## src/rtl/rf_wb_arbiter.sv

```systemverilog
// Round-robin writeback arbiter for the single register-file write port,
// with a registered write stage and a per-register pending-write scoreboard.
module rf_wb_arbiter #(
  parameter int WIDTH = 32,
  parameter int ADDR  = 5,
  parameter int NREQ  = 3
) (
  input  logic                    clk,
  input  logic                    reset_n,
  input  logic [NREQ-1:0]         req_valid,
  input  logic [NREQ*ADDR-1:0]    req_rd,
  input  logic [NREQ*WIDTH-1:0]   req_wdata,
  output logic [NREQ-1:0]         req_ready,
  output logic                    rf_wr_en,
  output logic [ADDR-1:0]         rf_rd,
  output logic [WIDTH-1:0]        rf_wdata,
  input  logic                    iss_en,
  input  logic [ADDR-1:0]         iss_rd,
  input  logic [ADDR-1:0]         chk_rs1,
  input  logic [ADDR-1:0]         chk_rs2,
  output logic                    busy_rs1,
  output logic                    busy_rs2,
  output logic [(2**ADDR)-1:0]    busy_vec
);

  localparam int PW   = $clog2(NREQ);
  localparam int NREG = 2**ADDR;

  logic [PW-1:0]    rr_ptr_q, rr_ptr_d;
  logic             wr_en_q, wr_en_d;
  logic [ADDR-1:0]  rd_q, rd_d;
  logic [WIDTH-1:0] wdata_q, wdata_d;
  logic [NREG-1:0]  busy_q, busy_d;

  logic [NREQ-1:0]  grant;
  logic             found;
  logic [PW-1:0]    gnt_idx;
  logic [ADDR-1:0]  sel_rd;
  logic [WIDTH-1:0] sel_wdata;
  int               idx;

  // Search from rr_ptr upward, wrapping, for the first valid requester.
  always_comb begin
    grant   = '0;
    found   = 1'b0;
    gnt_idx = '0;
    idx     = 0;
    for (int k = 0; k < NREQ; k++) begin
      idx = int'(rr_ptr_q) + k;
      if (idx >= NREQ) idx = idx - NREQ;
      if (reset_n && !found && req_valid[idx]) begin
        found      = 1'b1;
        gnt_idx    = PW'(idx);
        grant[idx] = 1'b1;
      end
    end
  end

  assign sel_rd    = req_rd[int'(gnt_idx)*ADDR +: ADDR];
  assign sel_wdata = req_wdata[int'(gnt_idx)*WIDTH +: WIDTH];

  always_comb begin
    rr_ptr_d = rr_ptr_q;
    if (found) rr_ptr_d = (gnt_idx == PW'(NREQ-1)) ? '0 : gnt_idx + 1'b1;

    // x0 writes are accepted but never reach the register file.
    wr_en_d = found && (sel_rd != '0);
    rd_d    = found ? sel_rd : rd_q;
    wdata_d = found ? sel_wdata : wdata_q;

    // Set after clear: a newly issued producer supersedes the one retiring.
    busy_d = busy_q;
    if (wr_en_q) busy_d[rd_q] = 1'b0;
    if (iss_en && (iss_rd != '0)) busy_d[iss_rd] = 1'b1;
    busy_d[0] = 1'b0;
  end

  always_ff @(posedge clk) begin
    if (!reset_n) begin
      rr_ptr_q <= '0;
      wr_en_q  <= 1'b0;
      rd_q     <= '0;
      wdata_q  <= '0;
      busy_q   <= '0;
    end else begin
      rr_ptr_q <= rr_ptr_d;
      wr_en_q  <= wr_en_d;
      rd_q     <= rd_d;
      wdata_q  <= wdata_d;
      busy_q   <= busy_d;
    end
  end

  assign req_ready = grant;
  assign rf_wr_en  = wr_en_q;
  assign rf_rd     = rd_q;
  assign rf_wdata  = wdata_q;
  assign busy_vec  = busy_q;

  // The registered write is not yet in the register file, so it still counts as pending.
  assign busy_rs1 = busy_q[chk_rs1] | (wr_en_q && (rd_q == chk_rs1) && (chk_rs1 != '0));
  assign busy_rs2 = busy_q[chk_rs2] | (wr_en_q && (rd_q == chk_rs2) && (chk_rs2 != '0));

endmodule

```

## config.mk

```make
export PLATFORM = sky130hd
export DESIGN_NAME = rf_wb_arbiter
export DESIGN_NICKNAME = d
export VERILOG_FILES = /design/src/rtl/rf_wb_arbiter.sv
export SDC_FILE = /design/constraint.sdc
export NUM_CORES = 1
export LEC_CHECK = 0
export CORE_ASPECT_RATIO = 2
export CORE_UTILIZATION = 64
export DETAILED_ROUTE_END_ITERATION = 8
export DONT_BUFFER_PORTS = 1
export GPL_TIMING_DRIVEN = 0
export PLACE_DENSITY = 0.8
export SYNTH_ARGS = -nofsm -noshare
export SYNTH_HDL_FRONTEND = slang
export SYNTH_SLANG_ARGS = --single-unit
export TNS_END_PERCENT = 100
```

## constraint.sdc

```tcl
create_clock -name clk -period 3.57 [get_ports clk]
set_input_delay 0.357 -clock clk [delete_from_list [all_inputs] [get_ports clk]]
set_output_delay 0.357 -clock clk [all_outputs]
set_load 0.01 [all_outputs]
```

==> impl_results.md <==
* Antenna viol nets, final at 0
* Antenna violations before repair at 0
* CTS tree: done
* Post-route setup TNS at 0 ps
* Core Region at 0.006361 mm^2
* Seq/Total Area, Yosys at 0.3365
* Tmin final at 2912 ps
* Top Ports at 207
* Rows at 41
* Pin count of the biggest net entering global routing at 13
* Hold_sp: reset_n
* Worst path required time at 3770 ps
* Antenna Cells at 0
* Top_reg_cell synth: dfxtp_1
* Vias in the first global route at 4015
* Number of buffers added on ports at 0
* P_int at 1.958 mW
* Crit. End Element: register
* Netlist cell types at 47
* Post-synth top area share at 0.3365
* Pre-antenna DRT Iters at 5
* Fillers at 548
* Total CTS buffers at 9
* Setup violators final at 0
* Die Span Y at 116.9 um
* Vias post-DR at 3987
* Die area at 0.006949 mm^2
* DRT iter0 DRCs at 239
* Max-Cap Viols at 0
* WL per Instance at 22.16 um
* Flop pwr share at 0.369
* Reg-to-Reg Start: rr_ptr_q[0]$_SDFFE_PN0P_
* Clk sinks at 71
* Clock share of power at 0.293
* Pleak at 1.565 nW
* Clock Latency Late Sink at 340 ps
* Power consumption at 3.156 mW
* Syn avg cell area at 8.745 um^2
* Drc violations at 0
* Synth warn at 0
* Post-CTS setup buffer count at 0
* Crit start category: register
* Seq cells post-synth at 71
* Setup slack after layout at 658.1 ps
* CTS resizes at 0
* Pre-CTS setup slack at 690.6 ps
* Area growth syn-to-layout at 9.893%
* First-pass GRT wire length at 18.66 mm
* HPWL Detailed at 10.11 mm
* Root Buffer: clkbuf_16
* Wirelength, routed at 12.96 mm
* Final core utilization at 0.7297
* WS Path Type: register to register
* Power per cell area at 679.8 mW/mm^2
* Post-synth EDFFs at 0
* Tot GR Track Use at 0.3656
* Synth async-reset ratio at 0
* Slew HR at 0.2019
* Die W at 59.45 um
* Status: finished clean
* Hold_buf cts at 0
* WHS Path Cells at 2
* Hold Slack at 182.6 ps
* Clock Pin Slew Worst Setup and Hold Paths at 60 ps
* Clock buffer depth at 2
* Fin nets at 630
* Comb power frac at 0.338
* Hold Crit Endpoint: rr_ptr_q[0]$_SDFFE_PN0P_
* Total gr overflow at 0
* Worst path arrival time at 3110 ps
* Top-count cell post-synth: nand2_1
* Synth top area cells: dfxtp_1 (34%), mux4_2 (9.6%), mux2i_1 (8.5%)
* Post-synth top area cell: dfxtp_1
* Ratio of final minimum period to clock period at 0.8157
* Most frequent cells after synthesis: nand2_1 (90), dfxtp_1 (71), a21oi_1 (57), o21ai_0 (38), mux2i_1 (36)
* Final hold vios at 0
* Crit path max fanout at 10
* Mean number of vias per cell at 6.815
* Reg2reg end: rf_wr_en$_SDFF_PN0_
* Max Fclk at 343.4 MHz
* Max-slew violations at 0
* Netlist Area Pre-Place at 0.004224 mm^2
* Synth Instances at 483
* Clock Skews at 8.690 ps
* Reg2Reg Setup Slack at 660 ps
* RSZ-0062 raised after global routing: no
* Gp weighted congestion at 0.9419
* Peak VDD IR at 0.5358 mV
* H-tree depth at 3
* Slew @ Worst Pin at 1195 ps
* Layout cells sized above 1 at 0.1303
* Syn_nets at 619
* Initial core utilization at 0.6640
* Reg2Reg Depth at 11
* Psw at 1.198 mW
* Sw Share at 0.3796
* Hold Path Class: input pin to register
-- kinds of logic (layout without fill, tap and decap cells) --
logic type	after synthesis	after routing	share of synthesized area
simple gates	132	132	0.1493
flops	71	71	0.3365
xor+xnor	8	8	0.01659
buf+inv	43	59	0.04680
fa+ha+maj	4	4	0.01185
other cells	1	1	0.0008878
compound gates	160	160	0.2284
mux	64	64	0.2097
-- layer usage --
metal / global-route usage / up-vias / part of all wire
li1: - / 1812 / -
met1: 0.3261 / 1877 / 0.32
met5: 0 / - / 0
met4: 0.2730 / 0 / 0.054
met2: 0.6824 / 244 / 0.56
met3: 0.07802 / 54 / 0.067
-- final cells by class --
cell class | count | area (um^2) | share of cell area
flip-flops and latches | 71 | 1421 | 0.3062
inverters | 5 | 18.77 | 0.004043
clock buffers | 12 | 256.5 | 0.05526
multi-input cells | 369 | 2605 | 0.5612
clock inverters | 4 | 53.80 | 0.01159
plain buffers | 38 | 178.9 | 0.03854
well taps | 86 | 107.6 | 0.02318
-- cell usage in the layout, fill, tap and decap left out, types with 3 or more instances in the layout --
cell,synthesis,final
a21oi_1,57,57
a22oi_1,20,20
buf_2,8,8
buf_6,3,3
clkbuf_1,26,27
clkbuf_16,0,9
dfxtp_1,71,71
ha_1,4,4
inv_1,4,4
mux2_2,7,7
mux2i_1,36,36
mux4_2,18,18
nand2_1,90,90
nand3_1,5,5
nand3b_1,6,6
nor2_1,7,7
nor3b_1,5,5
o211ai_1,16,16
o21ai_0,38,38
o21ai_1,3,3
o22ai_1,19,19
xor2_1,6,6
-- power groups by stage --
stage | clock network [mW] | logic [mW] | registers, mW
after floorplan | 0 | 0.842 | 1.12
after detailed placement | 0 | 1.05 | 1.17
after global routing | 0.959 | 1.16 | 1.17
final | 0.924 | 1.07 | 1.16
after global placement | 0 | 1.02 | 1.17
after CTS | 0.927 | 1.06 | 1.16
-- worst max-delay path, cell delays in order, from the launching register on --
cell and delay [ps]:
dfxtp_1 390, inv_1 90, ha_1 280, buf_2 200, mux2i_1 290, o21ai_0 180, o2bb2ai_2 230, buf_6 200
mux2_4 300, mux2_2 300, nor4_2 250, a21oi_1 90
-- worst max-delay path by stage --
stage                                        start                  end  slack (ps)  cells past startpoint
after detailed placement  rr_ptr_q[0]$_SDFFE_PN0P_  rf_wr_en$_SDFF_PN0_         690                     11
after CTS                 rr_ptr_q[0]$_SDFFE_PN0P_  rf_wr_en$_SDFF_PN0_         670                     11
after global placement    rr_ptr_q[0]$_SDFFE_PN0P_  rf_wr_en$_SDFF_PN0_         780                     11
final                     rr_ptr_q[0]$_SDFFE_PN0P_  rf_wr_en$_SDFF_PN0_         660                     11
after global routing      rr_ptr_q[0]$_SDFFE_PN0P_  rf_wr_en$_SDFF_PN0_         480                     11
after floorplan           rr_ptr_q[0]$_SDFFE_PN0P_  rf_wr_en$_SDFF_PN0_        1070                     11
-- state kept, by name, summed over array words and instances, names as in the netlist --
register,cells
rf_wdata,32
rr_ptr_q,2
busy_vec,31
rf_wr_en,1
rf_rd,5
-- per-stage QoR --
stage / instance area (um^2) / std cells
6_report: 4642 / 585
5_1_grt: 4642 / 585
4_1_cts: 4642 / 585
3_5_place_dp: 4332 / 569
3_3_place_gp: 4332 / 569
2_1_floorplan: 4224 / 483
Note: power is estimated with default switching activity, not from simulation.
